`src/rtl/load_store_unit_pkg.sv`:
```
// Shared definitions for the load/store unit: memory access encodings,
// FSM state type and small size/lane helpers.
package load_store_unit_pkg;

  localparam logic [2:0] MEM_BYTE  = 3'b000;
  localparam logic [2:0] MEM_HALF  = 3'b001;
  localparam logic [2:0] MEM_WORD  = 3'b010;
  localparam logic [2:0] MEM_BYTEU = 3'b100;
  localparam logic [2:0] MEM_HALFU = 3'b101;
  // Not a MEM_* encoding; extends to zero and enables no lanes.
  localparam logic [2:0] MEM_NONE  = 3'b111;

  typedef enum logic {
    IDLE   = 1'b0,
    SECOND = 1'b1
  } lsu_state_t;

  function automatic logic [2:0] access_bytes(input logic [2:0] ctrl);
    case (ctrl)
      MEM_BYTE, MEM_BYTEU: return 3'd1;
      MEM_HALF, MEM_HALFU: return 3'd2;
      MEM_WORD:            return 3'd4;
      default:             return 3'd0;
    endcase
  endfunction

  function automatic logic [3:0] size_lanes(input logic [2:0] nbytes);
    case (nbytes)
      3'd1:    return 4'b0001;
      3'd2:    return 4'b0011;
      3'd4:    return 4'b1111;
      default: return 4'b0000;
    endcase
  endfunction

endpackage

```
`src/rtl/lsu_load_extend.sv`:
```
// Combinational load path: merges the captured first word with the live word
// for split loads, aligns by the byte offset and sign/zero-extends.
module lsu_load_extend
  import load_store_unit_pkg::*;
(
  input  logic [31:0] rd_word,
  input  logic [31:0] captured_word,
  input  logic        split,
  input  logic [1:0]  offset,
  input  logic [2:0]  ctrl,
  output logic [31:0] data_out
);

  logic [31:0] lo_word;
  logic [31:0] hi_word;
  logic [5:0]  sh;
  logic [31:0] aligned;

  always_comb begin
    lo_word = split ? captured_word : rd_word;
    hi_word = split ? rd_word : 32'b0;
    sh      = {1'b0, offset, 3'b000};
    // A shift by 32 yields zero, so offset 0 takes only the low word.
    aligned = (lo_word >> sh) | (hi_word << (6'd32 - sh));
    case (ctrl)
      MEM_BYTE:  data_out = {{24{aligned[7]}}, aligned[7:0]};
      MEM_BYTEU: data_out = {24'b0, aligned[7:0]};
      MEM_HALF:  data_out = {{16{aligned[15]}}, aligned[15:0]};
      MEM_HALFU: data_out = {16'b0, aligned[15:0]};
      MEM_WORD:  data_out = aligned;
      default:   data_out = 32'b0;
    endcase
  end

endmodule

```
`src/rtl/load_store_unit.sv`:
```
// Memory-stage load/store unit: byte-lane stores and extended loads, with
// word-crossing accesses split into two back-to-back memory accesses.
module load_store_unit
  import load_store_unit_pkg::*;
#(
  parameter int ADDR_WIDTH = 10
) (
  input  logic                  CLK,
  input  logic                  RST,
  input  logic                  MEM_W_En_M,
  input  logic                  MEM_R_En_M,
  input  logic [2:0]            MEM_Control_M,
  input  logic [11:0]           ALU_Out_M,
  input  logic [31:0]           SrcB_Reg_M,
  output logic [ADDR_WIDTH-1:0] Mem_Addr,
  output logic [3:0]            Mem_W_En,
  output logic [31:0]           Mem_W_Data,
  input  logic [31:0]           Mem_R_Data,
  output logic [31:0]           Data_Out_Ext_M,
  output logic                  LSU_Stall,
  output logic [15:0]           Misaligned_Count,
  output lsu_state_t            LSU_State
);

  lsu_state_t            state_q, state_d;
  logic [2:0]            acc_ctrl_q, res_ctrl_q;
  logic [1:0]            off_q;
  logic [ADDR_WIDTH-1:0] addr_q;
  logic                  store_q, split_q;
  logic [31:0]           captured_q;
  logic [15:0]           mis_count_q;

  logic                  req, misaligned;
  logic [ADDR_WIDTH-1:0] word_live;
  logic [1:0]            sel_off;
  logic [2:0]            sel_bytes;
  logic [7:0]            lanes_all;
  logic [63:0]           data_all;

  assign req        = MEM_W_En_M | MEM_R_En_M;
  assign misaligned = (access_bytes(MEM_Control_M) == 3'd2 && ALU_Out_M[1:0] == 2'b11) ||
                      (access_bytes(MEM_Control_M) == 3'd4 && ALU_Out_M[1:0] != 2'b00);
  assign word_live  = ADDR_WIDTH'(ALU_Out_M[11:2]);

  // Low half of the shifted lanes/data is the first access, high half the second.
  assign sel_off   = (state_q == SECOND) ? off_q : ALU_Out_M[1:0];
  assign sel_bytes = access_bytes((state_q == SECOND) ? acc_ctrl_q : MEM_Control_M);
  assign lanes_all = {4'b0000, size_lanes(sel_bytes)} << sel_off;
  assign data_all  = {32'b0, SrcB_Reg_M} << {sel_off, 3'b000};

  assign LSU_State        = state_q;
  assign Misaligned_Count = mis_count_q;

  always_comb begin
    state_d    = state_q;
    Mem_Addr   = word_live;
    Mem_W_En   = 4'b0000;
    Mem_W_Data = data_all[31:0];
    LSU_Stall  = 1'b0;
    case (state_q)
      IDLE: begin
        if (MEM_W_En_M) Mem_W_En = lanes_all[3:0];
        if (req && misaligned) begin
          LSU_Stall = 1'b1;
          state_d   = SECOND;
        end
      end
      SECOND: begin
        Mem_Addr   = addr_q + ADDR_WIDTH'(1);
        Mem_W_Data = data_all[63:32];
        if (store_q && !RST) Mem_W_En = lanes_all[7:4];
        state_d = IDLE;
      end
      default: state_d = IDLE;
    endcase
  end

  always_ff @(posedge CLK) begin
    if (RST) begin
      state_q     <= IDLE;
      acc_ctrl_q  <= MEM_NONE;
      res_ctrl_q  <= MEM_NONE;
      off_q       <= 2'b00;
      addr_q      <= '0;
      store_q     <= 1'b0;
      split_q     <= 1'b0;
      captured_q  <= 32'b0;
      mis_count_q <= 16'h0000;
    end else begin
      state_q <= state_d;
      if (state_q == IDLE) begin
        acc_ctrl_q <= MEM_Control_M;
        // A simultaneous load and store is a store: no load result follows.
        res_ctrl_q <= (MEM_R_En_M && !MEM_W_En_M) ? MEM_Control_M : MEM_NONE;
        off_q      <= ALU_Out_M[1:0];
        addr_q     <= word_live;
        store_q    <= MEM_W_En_M;
        split_q    <= req && misaligned;
        if (req && misaligned && mis_count_q != 16'hFFFF)
          mis_count_q <= mis_count_q + 16'd1;
      end else begin
        captured_q <= Mem_R_Data;
      end
    end
  end

  lsu_load_extend u_load_extend (
    .rd_word       (Mem_R_Data),
    .captured_word (captured_q),
    .split         (split_q),
    .offset        (off_q),
    .ctrl          ((state_q == SECOND) ? MEM_NONE : res_ctrl_q),
    .data_out      (Data_Out_Ext_M)
  );

endmodule

```
`config.mk`:
```
export PLATFORM = sky130hd
export DESIGN_NAME = load_store_unit
export DESIGN_NICKNAME = d
export VERILOG_FILES = /design/src/rtl/load_store_unit_pkg.sv /design/src/rtl/lsu_load_extend.sv /design/src/rtl/load_store_unit.sv
export SDC_FILE = /design/constraint.sdc
export NUM_CORES = 1
export LEC_CHECK = 0
export ABC_AREA = 1
export CAP_MARGIN = 5
export CELL_PAD_IN_SITES_DETAIL_PLACEMENT = 0
export CELL_PAD_IN_SITES_GLOBAL_PLACEMENT = 1
export CORE_ASPECT_RATIO = 1.25
export CORE_UTILIZATION = 32
export DETAILED_ROUTE_END_ITERATION = 12
export GPL_TIMING_DRIVEN = 0
export PLACE_DENSITY_LB_ADDON = 0.05
export SLEW_MARGIN = 20
export SYNTH_ARGS = -nofsm -noshare
export SYNTH_HDL_FRONTEND = slang
export SYNTH_SLANG_ARGS = --single-unit
```
`constraint.sdc`:
```
create_clock -name CLK -period 3.25 [get_ports CLK]
set_input_delay 0.65 -clock CLK [delete_from_list [all_inputs] [get_ports CLK]]
set_output_delay 0.65 -clock CLK [all_outputs]
set_load 0.005 [all_outputs]
```
==> flow_summary.json <==
{
  "layout.cells.most_common_list": "nand2_1 (335), o21ai_0 (134), clkdlybuf4s50_1 (134)",
  "cts-root-buf": "clkbuf_16",
  "synth_area_um2": 6150,
  "start_util_pct": 32.7,
  "crit_fanout": 10,
  "min_path_type": "reg -> reg",
  "intPower_uw": 2010,
  "ios": 179,
  "drt-initial-drc-count": 507,
  "skew_ns": 0.00728,
  "core_um2": 18800,
  "p_sw_uw": 1040,
  "post_drt_wl_per_cell_um": 18.6,
  "final.period_utilization_pct": 99.2,
  "ant_nets": 0,
  "p_clk_share_pct": 36.1,
  "clk_pin_slew_ns": 0.06,
  "holdCritStartpoint": "addr_q[9]",
  "ys_ff_latch": 69,
  "grt_antenna_before_repair": 0,
  "fmax_mhz": 310,
  "io_buffers": 177,
  "rr_endpoint": "Misaligned_Count[10]",
  "crit_type": "reg -> out",
  "grt_pass1_wl_um": 42900,
  "rr_worst_depth": 9,
  "area_delta_synth_final_pct": 46.3,
  "p_per_area_nw_per_um2": 339,
  "synth_edf_count": 0,
  "p_seq_share_pct": 29.9,
  "first_pass_iters": 6,
  "cp.arrival_ns": 2.57,
  "cp-end-kind": "primary output",
  "final_common_cell": "nand2_1",
  "period_minus_slack_ns": 3.22,
  "cts_tree": "done",
  "avgSynthCellArea_um2": 5.67,
  "fin_ws_ns": 0.0259,
  "hpwl_um": 21500,
  "crit_path_start_kind": "flop",
  "finalHoldViolCount": 0,
  "r2r_slack_ns": 1.58,
  "status": "completed",
  "combinationalPowerShare_pct": 34.1,
  "grt_util_all_layers_pct": 28.6,
  "numCtsBuffers": 9,
  "yosysUniqueCellTypes": 38,
  "slew_headroom_pct": 51.7,
  "grt_overflow": 0,
  "setup_viol": 0,
  "clk_path_buf_depth": 2,
  "postSynth.asyncResetShare_pct": 0,
  "die_h_um": 157,
  "via_count": 8012,
  "die-area_um2": 19800,
  "synth_flop_cell": "dfxtp_1",
  "insertion_delay_ns": 0.34,
  "worst_pin_slew_ns": 0.724,
  "h-tree-depth": 3,
  "rsz0062_at_grt": "true",
  "required_ns": 2.60,
  "drcViolationCount": 0,
  "num_antenna_cells": 0,
  "yosysSeqAreaShare_pct": 22.5,
  "grt_start_max_net_pins": 14,
  "cts_sinks": 69,
  "layout.nets": 1382,
  "drive_gt1_share_pct": 12.0,
  "postSynthCellCount": 1084,
  "fin_hold_ws_ns": 0.486,
  "viasPerCell": 5.23,
  "num_rows": 56,
  "slew_viol_final": 0,
  "min_to": "addr_q[9]",
  "vdd_drop_max_mv": 0.181,
  "grt_pass1_vias": 7747,
  "p_sw_share_pct": 34.2,
  "cap_violations": 0,
  "r2r-start": "Misaligned_Count[0]",
  "ctsHoldBuffers": 0,
  "p_leak_uw": 0.00443,
  "synth.yosys.warnings": 0,
  "dieWidth_um": 126,
  "wl_um": 28500,
  "gp_congestion": 0.981,
  "place_ws_ns": -0.738,
  "min_path_cells": 2,
  "syn_nets": 1170
}
-- critical path: stages, from the launching register on --
cell and delay (ns):
dfxtp_2 0.33, inv_2 0.05, buf_6 0.11, buf_6 0.14, buf_8 0.13, ha_4 0.23
nor2_4 0.22, nand2_1 0.10, nand3_2 0.11, nand2_4 0.09, buf_4 0.17, nand2_1 0.06
clkdlybuf4s50_1 0.49
-- worst max-delay path by stage --
stage | from | end | slack, ns | depth (start not counted)
5_1_grt | off_q[0] | Data_Out_Ext_M[8] | -0.07 | 12
3_3_place_gp | off_q[0] | Data_Out_Ext_M[23] | -0.79 | 11
3_5_place_dp | off_q[0] | Data_Out_Ext_M[23] | -0.74 | 11
2_1_floorplan | off_q[0] | Data_Out_Ext_M[17] | 0.55 | 11
4_1_cts | off_q[0] | Data_Out_Ext_M[23] | -0.03 | 13
6_report | off_q[0] | Data_Out_Ext_M[12] | 0.03 | 12
-- repair_timing --
action	CTS	global route
endpoints found under the setup margin	60	50
pin swaps	10	7
buffers inserted	18	5
cloned	1	0
resized for setup	59	63
-- synth_stat cells (2+ instances only) --
cell | count | area, um^2
nand4_1 | 7 | 43.8
or2_2 | 10 | 62.6
o21ai_4 | 2 | 32.5
nor3_1 | 5 | 25.0
nor2_4 | 2 | 22.5
ha_1 | 3 | 37.5
buf_6 | 12 | 135
inv_2 | 7 | 26.3
o21ai_1 | 17 | 85.1
o211ai_1 | 18 | 135
nand2_2 | 11 | 68.8
buf_4 | 7 | 52.6
inv_1 | 72 | 270
nor2_2 | 4 | 25.0
o31ai_1 | 4 | 30.0
mux2i_1 | 7 | 70.1
o21ai_0 | 142 | 711
dfxtp_1 | 69 | 1380
xor2_1 | 3 | 26.3
nor2_1 | 95 | 357
o21ai_2 | 3 | 26.3
a21oi_1 | 58 | 290
buf_2 | 26 | 130
nand3b_1 | 3 | 22.5
nand3_1 | 124 | 621
nand2_1 | 337 | 1260
clkbuf_1 | 25 | 93.8
-- kinds of logic after synthesis --
family | after synthesis | synth area share, %
compound gates | 247 | 21.6
xor+xnor | 4 | 0.570
fa+ha+maj | 3 | 0.611
buf+inv | 151 | 11.7
flops | 69 | 22.5
mux | 7 | 1.14
simple gates | 603 | 41.9
-- metal layers --
layer,up-vias,global-route usage [%],wire length (um)
li1,3985,-,-
met1,3664,32.3,11400
met5,-,0,0
met4,0,15.7,1500
met3,72,4.55,1560
met2,291,51.3,14000
-- area by class of cell --
cell class                      instances  area [um^2]
Tap cell                              232          290
Buffer                                 71          505
Inverter                               80          313
Fill cell                            2083         9780
Clock inverter                          7         97.6
Sequential cell                        69         1380
Multi-Input combinational cell        864         4180
Timing Repair Buffer                  201         2000
Clock buffer                            9          225
-- metrics by stage --
| step | area [um^2] | std cells | setup TNS [ns] | util (%) | total power [uW] |
|---|---|---|---|---|---|
| 2_1_floorplan | 6150 | 1084 | 0 | - | 1410 |
| 3_3_place_gp | 8210 | 1493 | -24.09 | 43.7 | 1890 |
| 3_5_place_dp | 8210 | 1493 | -21.89 | 43.7 | 1880 |
| 4_1_cts | 8790 | 1528 | -0.0375 | 46.8 | 3040 |
| 5_1_grt | 9000 | 1533 | -0.358 | 47.9 | 3200 |
| 6_report | 9000 | 1533 | 0 | 47.9 | 3050 |
-- flip-flops by register name, indices dropped and copies added, names as in the netlist --
| register | count |
|---|---|
| captured_q | 32 |
| acc_ctrl_q | 3 |
| off_q | 2 |
| Misaligned_Count | 16 |
| LSU_State | 1 |
| res_ctrl_q | 3 |
| store_q | 1 |
| split_q | 1 |
| addr_q | 10 |
-- power groups by stage --
stage               clock (uW)  combinational [uW]  sequential (uW)
floorplan                    0                 488              923
global placement             0                 961              928
detailed placement           0                 954              929
CTS                       1120                1010              911
global route              1160                1120              917
finish                    1100                1040              912
(Power assumes the default switching activity.)
